File: config.mk
export PLATFORM = sky130hd
export DESIGN_NAME = axis_fifo_s_v1_0_s_axis_flat
export DESIGN_NICKNAME = d
export VERILOG_FILES = /design/src/rtl/axis_fifo_s_v1_0_s_axis_if.sv /design/src/rtl/axis_fifo_s_v1_0_s_axis.sv /design/src/flat_wrapper.sv
export SDC_FILE = /design/constraint.sdc
export NUM_CORES = 1
export LEC_CHECK = 0
export BUFFER_PORTS_ARGS = -buffer_cell sky130_fd_sc_hd__buf_2
export CAP_MARGIN = 20
export CORE_MARGIN = 10
export CORE_UTILIZATION = 45
export DETAILED_ROUTE_END_ITERATION = 8
export PLACE_DENSITY = 0.8
export SYNTH_ARGS = -nofsm -noshare
export SYNTH_HDL_FRONTEND = slang
export SYNTH_SLANG_ARGS = --single-unit
File: constraint.sdc
create_clock -name S_AXIS_ACLK -period 3.29 [get_ports S_AXIS_ACLK]
set_input_delay 0.658 -clock S_AXIS_ACLK [delete_from_list [all_inputs] [get_ports S_AXIS_ACLK]]
set_output_delay 0.658 -clock S_AXIS_ACLK [all_outputs]
set_load 0.01 [all_outputs]
File: src/rtl/axis_fifo_s_v1_0_s_axis_if.sv
// AXI4-Stream beat bundle between an upstream master and the FIFO-fed slave.
// TKEEP is carried for completeness; the slave writes every byte regardless.
interface axis_fifo_s_v1_0_s_axis_if #(
  parameter int C_S_AXIS_TDATA_WIDTH = 32
);
  logic [C_S_AXIS_TDATA_WIDTH-1:0]   TDATA;
  logic [C_S_AXIS_TDATA_WIDTH/8-1:0] TKEEP;
  logic                              TLAST;
  logic                              TVALID;
  logic                              TREADY;

  modport master (
    output TDATA,
    output TKEEP,
    output TLAST,
    output TVALID,
    input  TREADY
  );

  modport slave (
    input  TDATA,
    input  TKEEP,
    input  TLAST,
    input  TVALID,
    output TREADY
  );
endinterface

File: src/rtl/axis_fifo_s_v1_0_s_axis.sv
// AXI4-Stream slave that writes fixed-length frames into a FIFO, admitting a frame
// only when a whole frame fits, and reporting frame count and TLAST length errors.
module axis_fifo_s_v1_0_s_axis #(
  parameter int C_S_AXIS_TDATA_WIDTH = 32,
  parameter int LENGTH_OF_FRAME      = 1024
) (
  input  logic                            S_AXIS_ACLK,
  input  logic                            S_AXIS_ARESET,
  axis_fifo_s_v1_0_s_axis_if.slave        s_axis,
  output logic [C_S_AXIS_TDATA_WIDTH-1:0] din,
  output logic                            wr_en,
  input  logic                            prog_full,
  input  logic                            full,
  output logic [15:0]                     frame_cnt,
  output logic                            err_short,
  output logic                            err_long,
  output logic                            busy
);

  function automatic int unsigned clogb2(input int unsigned depth);
    int unsigned d;
    int unsigned n;
    d = depth;
    n = 0;
    while (d > 0) begin
      n++;
      d = d >> 1;
    end
    return n;
  endfunction

  localparam int unsigned CNT_W = clogb2(LENGTH_OF_FRAME - 1) + 1;
  localparam logic [CNT_W-1:0] LAST_BEAT = CNT_W'(LENGTH_OF_FRAME - 1);

  typedef enum logic [1:0] {
    IDLE       = 2'd0,
    WAIT_SPACE = 2'd1,
    RECV       = 2'd2
  } state_t;

  state_t           state_q, state_d;
  logic [CNT_W-1:0] beat_cnt_q, beat_cnt_d;
  logic [15:0]      frame_cnt_q, frame_cnt_d;
  logic             err_short_q, err_short_d;
  logic             err_long_q, err_long_d;

  logic tready;
  logic beat;
  logic at_last;
  logic frame_end;

  // Byte qualifiers are deliberately ignored: every beat is written whole.
  logic unused_tkeep;
  assign unused_tkeep = ^s_axis.TKEEP;

  always_ff @(posedge S_AXIS_ACLK or posedge S_AXIS_ARESET) begin
    if (S_AXIS_ARESET) begin
      state_q     <= IDLE;
      beat_cnt_q  <= '0;
      frame_cnt_q <= '0;
      err_short_q <= 1'b0;
      err_long_q  <= 1'b0;
    end else begin
      state_q     <= state_d;
      beat_cnt_q  <= beat_cnt_d;
      frame_cnt_q <= frame_cnt_d;
      err_short_q <= err_short_d;
      err_long_q  <= err_long_d;
    end
  end

  always_comb begin
    state_d     = state_q;
    beat_cnt_d  = beat_cnt_q;
    frame_cnt_d = frame_cnt_q;
    err_short_d = 1'b0;
    err_long_d  = 1'b0;
    tready      = 1'b0;
    beat        = 1'b0;
    at_last     = (beat_cnt_q == LAST_BEAT);
    frame_end   = 1'b0;

    unique case (state_q)
      IDLE: begin
        state_d = WAIT_SPACE;
      end
      WAIT_SPACE: begin
        if (!prog_full) begin
          state_d = RECV;
        end
      end
      RECV: begin
        tready    = ~full;
        beat      = s_axis.TVALID & tready;
        frame_end = beat & (s_axis.TLAST | at_last);
        if (frame_end) begin
          // A missing TLAST still closes the frame at its nominal length, so the
          // next beat opens a fresh frame rather than being dropped.
          state_d     = WAIT_SPACE;
          beat_cnt_d  = '0;
          frame_cnt_d = frame_cnt_q + 16'd1;
          err_short_d = s_axis.TLAST & ~at_last;
          err_long_d  = ~s_axis.TLAST & at_last;
        end else if (beat) begin
          beat_cnt_d = beat_cnt_q + 1'b1;
        end
      end
      default: begin
        state_d = IDLE;
      end
    endcase
  end

  assign s_axis.TREADY = tready;
  assign wr_en         = beat;
  assign din           = s_axis.TDATA;
  assign frame_cnt     = frame_cnt_q;
  assign err_short     = err_short_q;
  assign err_long      = err_long_q;
  assign busy          = (state_q == RECV);

endmodule

File: src/flat_wrapper.sv
// flat-port wrapper written by rule: the top's interface ports become plain ports
module axis_fifo_s_v1_0_s_axis_flat 
#(
  parameter int C_S_AXIS_TDATA_WIDTH = 32,
  parameter int LENGTH_OF_FRAME      = 1024
)
  (S_AXIS_ACLK, S_AXIS_ARESET, din, wr_en, prog_full, full, frame_cnt, err_short, err_long, busy, s_axis_TDATA, s_axis_TKEEP, s_axis_TLAST, s_axis_TVALID, s_axis_TREADY);
  axis_fifo_s_v1_0_s_axis_if #(.C_S_AXIS_TDATA_WIDTH(C_S_AXIS_TDATA_WIDTH)) s_axis_i ();
  input  logic S_AXIS_ACLK;
  input  logic S_AXIS_ARESET;
  output logic [C_S_AXIS_TDATA_WIDTH-1:0] din;
  output logic wr_en;
  input  logic prog_full;
  input  logic full;
  output logic [15:0] frame_cnt;
  output logic err_short;
  output logic err_long;
  output logic busy;
  input wire logic [$bits(s_axis_i.TDATA)-1:0] s_axis_TDATA;
  input wire logic [$bits(s_axis_i.TKEEP)-1:0] s_axis_TKEEP;
  input wire logic [$bits(s_axis_i.TLAST)-1:0] s_axis_TLAST;
  input wire logic [$bits(s_axis_i.TVALID)-1:0] s_axis_TVALID;
  output wire logic [$bits(s_axis_i.TREADY)-1:0] s_axis_TREADY;
  assign s_axis_i.TDATA = s_axis_TDATA;
  assign s_axis_i.TKEEP = s_axis_TKEEP;
  assign s_axis_i.TLAST = s_axis_TLAST;
  assign s_axis_i.TVALID = s_axis_TVALID;
  assign s_axis_TREADY = s_axis_i.TREADY;
  axis_fifo_s_v1_0_s_axis #(.C_S_AXIS_TDATA_WIDTH(C_S_AXIS_TDATA_WIDTH), .LENGTH_OF_FRAME(LENGTH_OF_FRAME)) u_core (.S_AXIS_ACLK(S_AXIS_ACLK), .S_AXIS_ARESET(S_AXIS_ARESET), .s_axis(s_axis_i), .din(din), .wr_en(wr_en), .prog_full(prog_full), .full(full), .frame_cnt(frame_cnt), .err_short(err_short), .err_long(err_long), .busy(busy));
endmodule
Word-level counts from Yosys, hierarchy flattened
Cells that the tools add are included.
{ "word_totals": {"ff_bits": 31, "elab_cells": 36, "output_inout_bits": 53} }
{ "classes": {"n_reduce_logical": 5, "bitwise": 8, "n_eq_ne": 5, "n_addsub": 2, "muxes": 11} }
{ "ops": {"columns": ["operator", "count"], "rows": [
  ["$mux W11", 2],
  ["$add A16 B1 Y16 const B", 1],
  ["$add A11 B1 Y11 const B", 1],
  ["$eq A11 B10 Y1 const B", 1],
  ["$mux W1", 6],
  ["$pmux W2 S3", 1],
  ["$reduce_and A2 Y1", 3],
  ["$and A1 B1 Y1", 4],
  ["$mux W2", 2],
  ["$not A1 Y1", 3],
  ["$eq A2 B1 Y1 const B", 1],
  ["$eq A2 B2 Y1 const B", 1],
  ["$logic_not A2 Y1", 1],
  ["$ne A2 B1 Y1 const B", 1],
  ["$ne A2 B2 Y1 const B", 1],
  ["$reduce_bool A2 Y1", 1],
  ["$or A1 B1 Y1", 1]
]} }

Logic depth before layout (Yosys ltp)
{ "logic_depth": {"depth_word": 5, "mapped_depth": 6} }

Least setup slack after synthesis
Ideal clock, no wire load.
{ "synth_timing": {"path_type": "input -> output", "from": "in full", "to": "out wr_en", "arrival_ns": 1.305, "cell_stages": 4, "required_ns": 2.632, "path_buffers": 2, "path_slack_ns": 1.327, "path_cell_list": "nand4bb_1 > buf_2 > inv_2 > buf_2"} }
{ "synth_between": {"elab_chain_cells": 3} }
{ "synth_rtl": {"columns": ["element", "line_no", "text"], "rows": [
  ["start, declared", "flat_wrapper.sv:14", "input logic full;"],
  ["$not A1 Y1", "axis_fifo_s_v1_0_s_axis.sv:93", "tready = ~full;"],
  ["$and A1 B1 Y1", "axis_fifo_s_v1_0_s_axis.sv:94", "beat = s_axis.TVALID & tready;"],
  ["$mux W1", "axis_fifo_s_v1_0_s_axis.sv:83", "unique case (state_q)"],
  ["end, declared", "flat_wrapper.sv:12", "output logic wr_en;"]
]} }
Every way passes these cells.

Worst setup path after layout
Ends and elaborated chain as after synthesis.

==> flow_metrics.tcl <==
set metrics [dict create \
    status "finished clean" \
    crit_slowest_cell "inv_2" \
    grt_max_degree 32 \
    final_nets 217 \
    htreeDepth 2 \
    core-area_um2 3740 \
    final.min_clock_period_ps 2230 \
    number_of_enable_flip_flop_cells_after_synthesis 0 \
    post_synth_instance_area_um2 1790 \
    post_synth_num_cell_types 32 \
    synthesis_to_layout_area_growth_pct 2.80 \
    overall_routing_resource_usage_pct 10.0 \
    worstSkewPairLatency_ps 280 \
    setup_repair_after_global_routing_missed_its_margin "no" \
    antenna_violations_before_repair 0 \
    synth_seq_cells 31 \
    timing.critical_path.mode_cell "buf_2" \
    fin_util_pct 49.2 \
    async_reset_ff_share_pct 100 \
    routedWlPerCell_um 15.1 \
    die_y_um 83.1 \
    numClockSinks 31 \
    synth_sequential_area_ratio_pct 43.3 \
    crit_start "full" \
    final.period_utilization_pct 67.9 \
    worstReg2RegStart "u_core.beat_cnt_q[0]" \
    slew_headroom_pct 66.0 \
    holdWs_ps 429 \
    globalRouteOverflowTotal 0 \
    setup_slack_ps 1060 \
    number_of_max_cap_violations 0 \
    clock_tree.root_cell "clkbuf_8" \
    worst_ir_drop_vdd_mv 0.301 \
    ioPinCount 95 \
    pre_cts_slack_ps 1050 \
    worstSetupStartpointType "input port" \
    synth.most_common_cell "buf_4" \
    synthFlopType "dfrtp_1" \
    grt_first_pass_wirelength_um 5760 \
    timing.hold.worst.class "input port to asynchronous set/reset pin" \
    power-per-cell-area_nw_per_um2 551 \
    floorplan.initialDensity_pct 47.8 \
    worst_slew_pin_slew_ps 510 \
    cell_by_cell_trace_of_the_critical_path "buf_2 -> nand4bb_1 -> buf_4 -> inv_2 -> buf_2" \
    setup_total_negative_slack_ps 0 \
    leakagePower_uw 0.000907 \
    detailedPlacementHpwl_um 2470 \
    cp-end-kind "primary output" \
    path_clk_slew_ps 60 \
    remaining_antenna_violation_count_after_routing 0 \
    synth.top_cells.by_count "33 x buf_4, 31 x dfrtp_1, 18 x xnor2_1" \
    worst_ep_arrival_time_ps 1580 \
    die_w_um 83.1 \
    power.total_uw 1020 \
    path_class "input port to primary output" \
    num_rows 22 \
    synth_top_area_cell "dfrtp_1" \
    die_area_um2 6900 \
    post_detailed_route_drc_marker_count 0 \
    detailroute.via_count 1178 \
    finalHoldViolCount 0 \
    number_of_cells_produced_by_synthesis 174 \
    timing.final.setup_violations 0 \
    fmax_ghz 0.448 \
    cts_setup_buffers 0 \
    worst_path_buf_inv 4 \
    cts_made_buffers 5 \
    slew_viol_final 0 \
    final_layout_size_suffix_gt1_share_pct 24.7 \
    numPortBuffers 26 \
    postCtsResizedCells 0 \
    postSynthNetCount 218 \
    num_antenna_cells 0 \
    critical_path_required_ps 2630 \
    yosys_warnings 0 \
    fill_cells 354 \
    place_congestion 0.796 \
    clock_skew_ps 4.27 \
    ctsHoldBuffers 0 \
    slowest_delay_ps 240 \
    post_synth_main_area_contributors "dfrtp_1 43%, buf_4 14%, xnor2_1 8.8%" \
    cp_max_fo 18 \
    detail_route.vias_per_cell 5.31 \
    number_of_global_route_vias_before_repair 1212 \
    post_synth.cell_area_avg_um2 10.3 \
    synth.top_cell.area_share_pct 43.3 \
    drt_wl_total_um 3350 \
    cts_max_path_buffers 2 \
    detailedRoute.firstPassIterationCount 4 \
    clock_tree_from_tritoncts "built" \
    crit_family "buffers and inverters" \
    drt-initial-drc-count 77 \
]
-- layer usage --
layer	vias up	GRT usage [%]	share of wire (%)
li1	566	-	-
met1	555	11.2	43
met2	42	15.4	46
met3	15	3.52	7.1
met4	0	7.23	3.2
met5	-	0	0
-- power by group --
group          switching (uW)  internal, uW  total, uW
registers                46.8           426        472
logic                    85.9          71.1        157
clock network             141           245        386
-- layout make-up --
| type | count | area, um2 | share of cell area, % |
|---|---|---|---|
| multi-input combinational | 101 | 719 | 39.1 |
| tap | 48 | 60.1 | 3.26 |
| sequential | 31 | 776 | 42.1 |
| inverter | 6 | 22.5 | 1.22 |
| timing repair buffer | 28 | 145 | 7.89 |
| clock buffer | 6 | 82.6 | 4.49 |
| clock inverter | 2 | 35.0 | 1.90 |
-- path summary, 6_finish.rpt --
kind	endpoint	cells after the start	slack, ps
setup / recovery	wr_en	5	1060
hold / removal	u_core.frame_cnt[15]	3	430
setup reg to reg	u_core.frame_cnt[1]	5	1120
hold reg to reg	u_core.frame_cnt[15]	1	470
max in group asynchronous	u_core.frame_cnt[3]	3	2590
min in group S_AXIS_ACLK	u_core.frame_cnt[15]	1	470
-- registers in the layout, indices dropped and copies added, names as in the netlist --
signal             flops
u_core.err_long        1
u_core.beat_cnt_q     11
u_core.err_short       1
u_core.frame_cnt      16
u_core.state_q         2
-- stage by stage --
step | std cells | cell area (um2)
5_1_grt | 222 | 1840
6_report | 222 | 1840
3_5_place_dp | 214 | 1720
3_3_place_gp | 214 | 1720
2_1_floorplan | 174 | 1790
4_1_cts | 222 | 1840
-- cells by family after synthesis --
family / count (synthesis) / share of synthesized area [%]
DFF: 31 / 43.3
adders and majority gates: 2 / 1.40
muxes: 2 / 1.47
and+or+nand+nor: 62 / 19.9
AOI/OAI and AO/OA: 12 / 6.15
buffers and inverters: 42 / 16.5
xor gates and xnor gates: 23 / 11.3
-- cell usage in the layout, fill, tap and decap left out, types with 5 or more instances in the layout --
| cell type | instances |
|---|---|
| dfrtp_1 | 31 |
| buf_2 | 26 |
| xnor2_1 | 18 |
| nor2_1 | 15 |
| nand3_1 | 9 |
| nand2_1 | 9 |
| and3_1 | 6 |
| o2111ai_1 | 6 |
| nand4_1 | 6 |
| clkbuf_8 | 6 |
| inv_1 | 5 |
| nor3_1 | 5 |
| xor2_1 | 5 |
-- worst reg2reg max path, delay by kind of cell, from the launching register on --
kind / cells / cell delay [ps]
fa+ha+maj: 1 / 290
simple gates: 2 / 560
compound gates: 1 / 500
flops: 1 / 400
mux: 1 / 310
(Power assumes the default switching activity.)
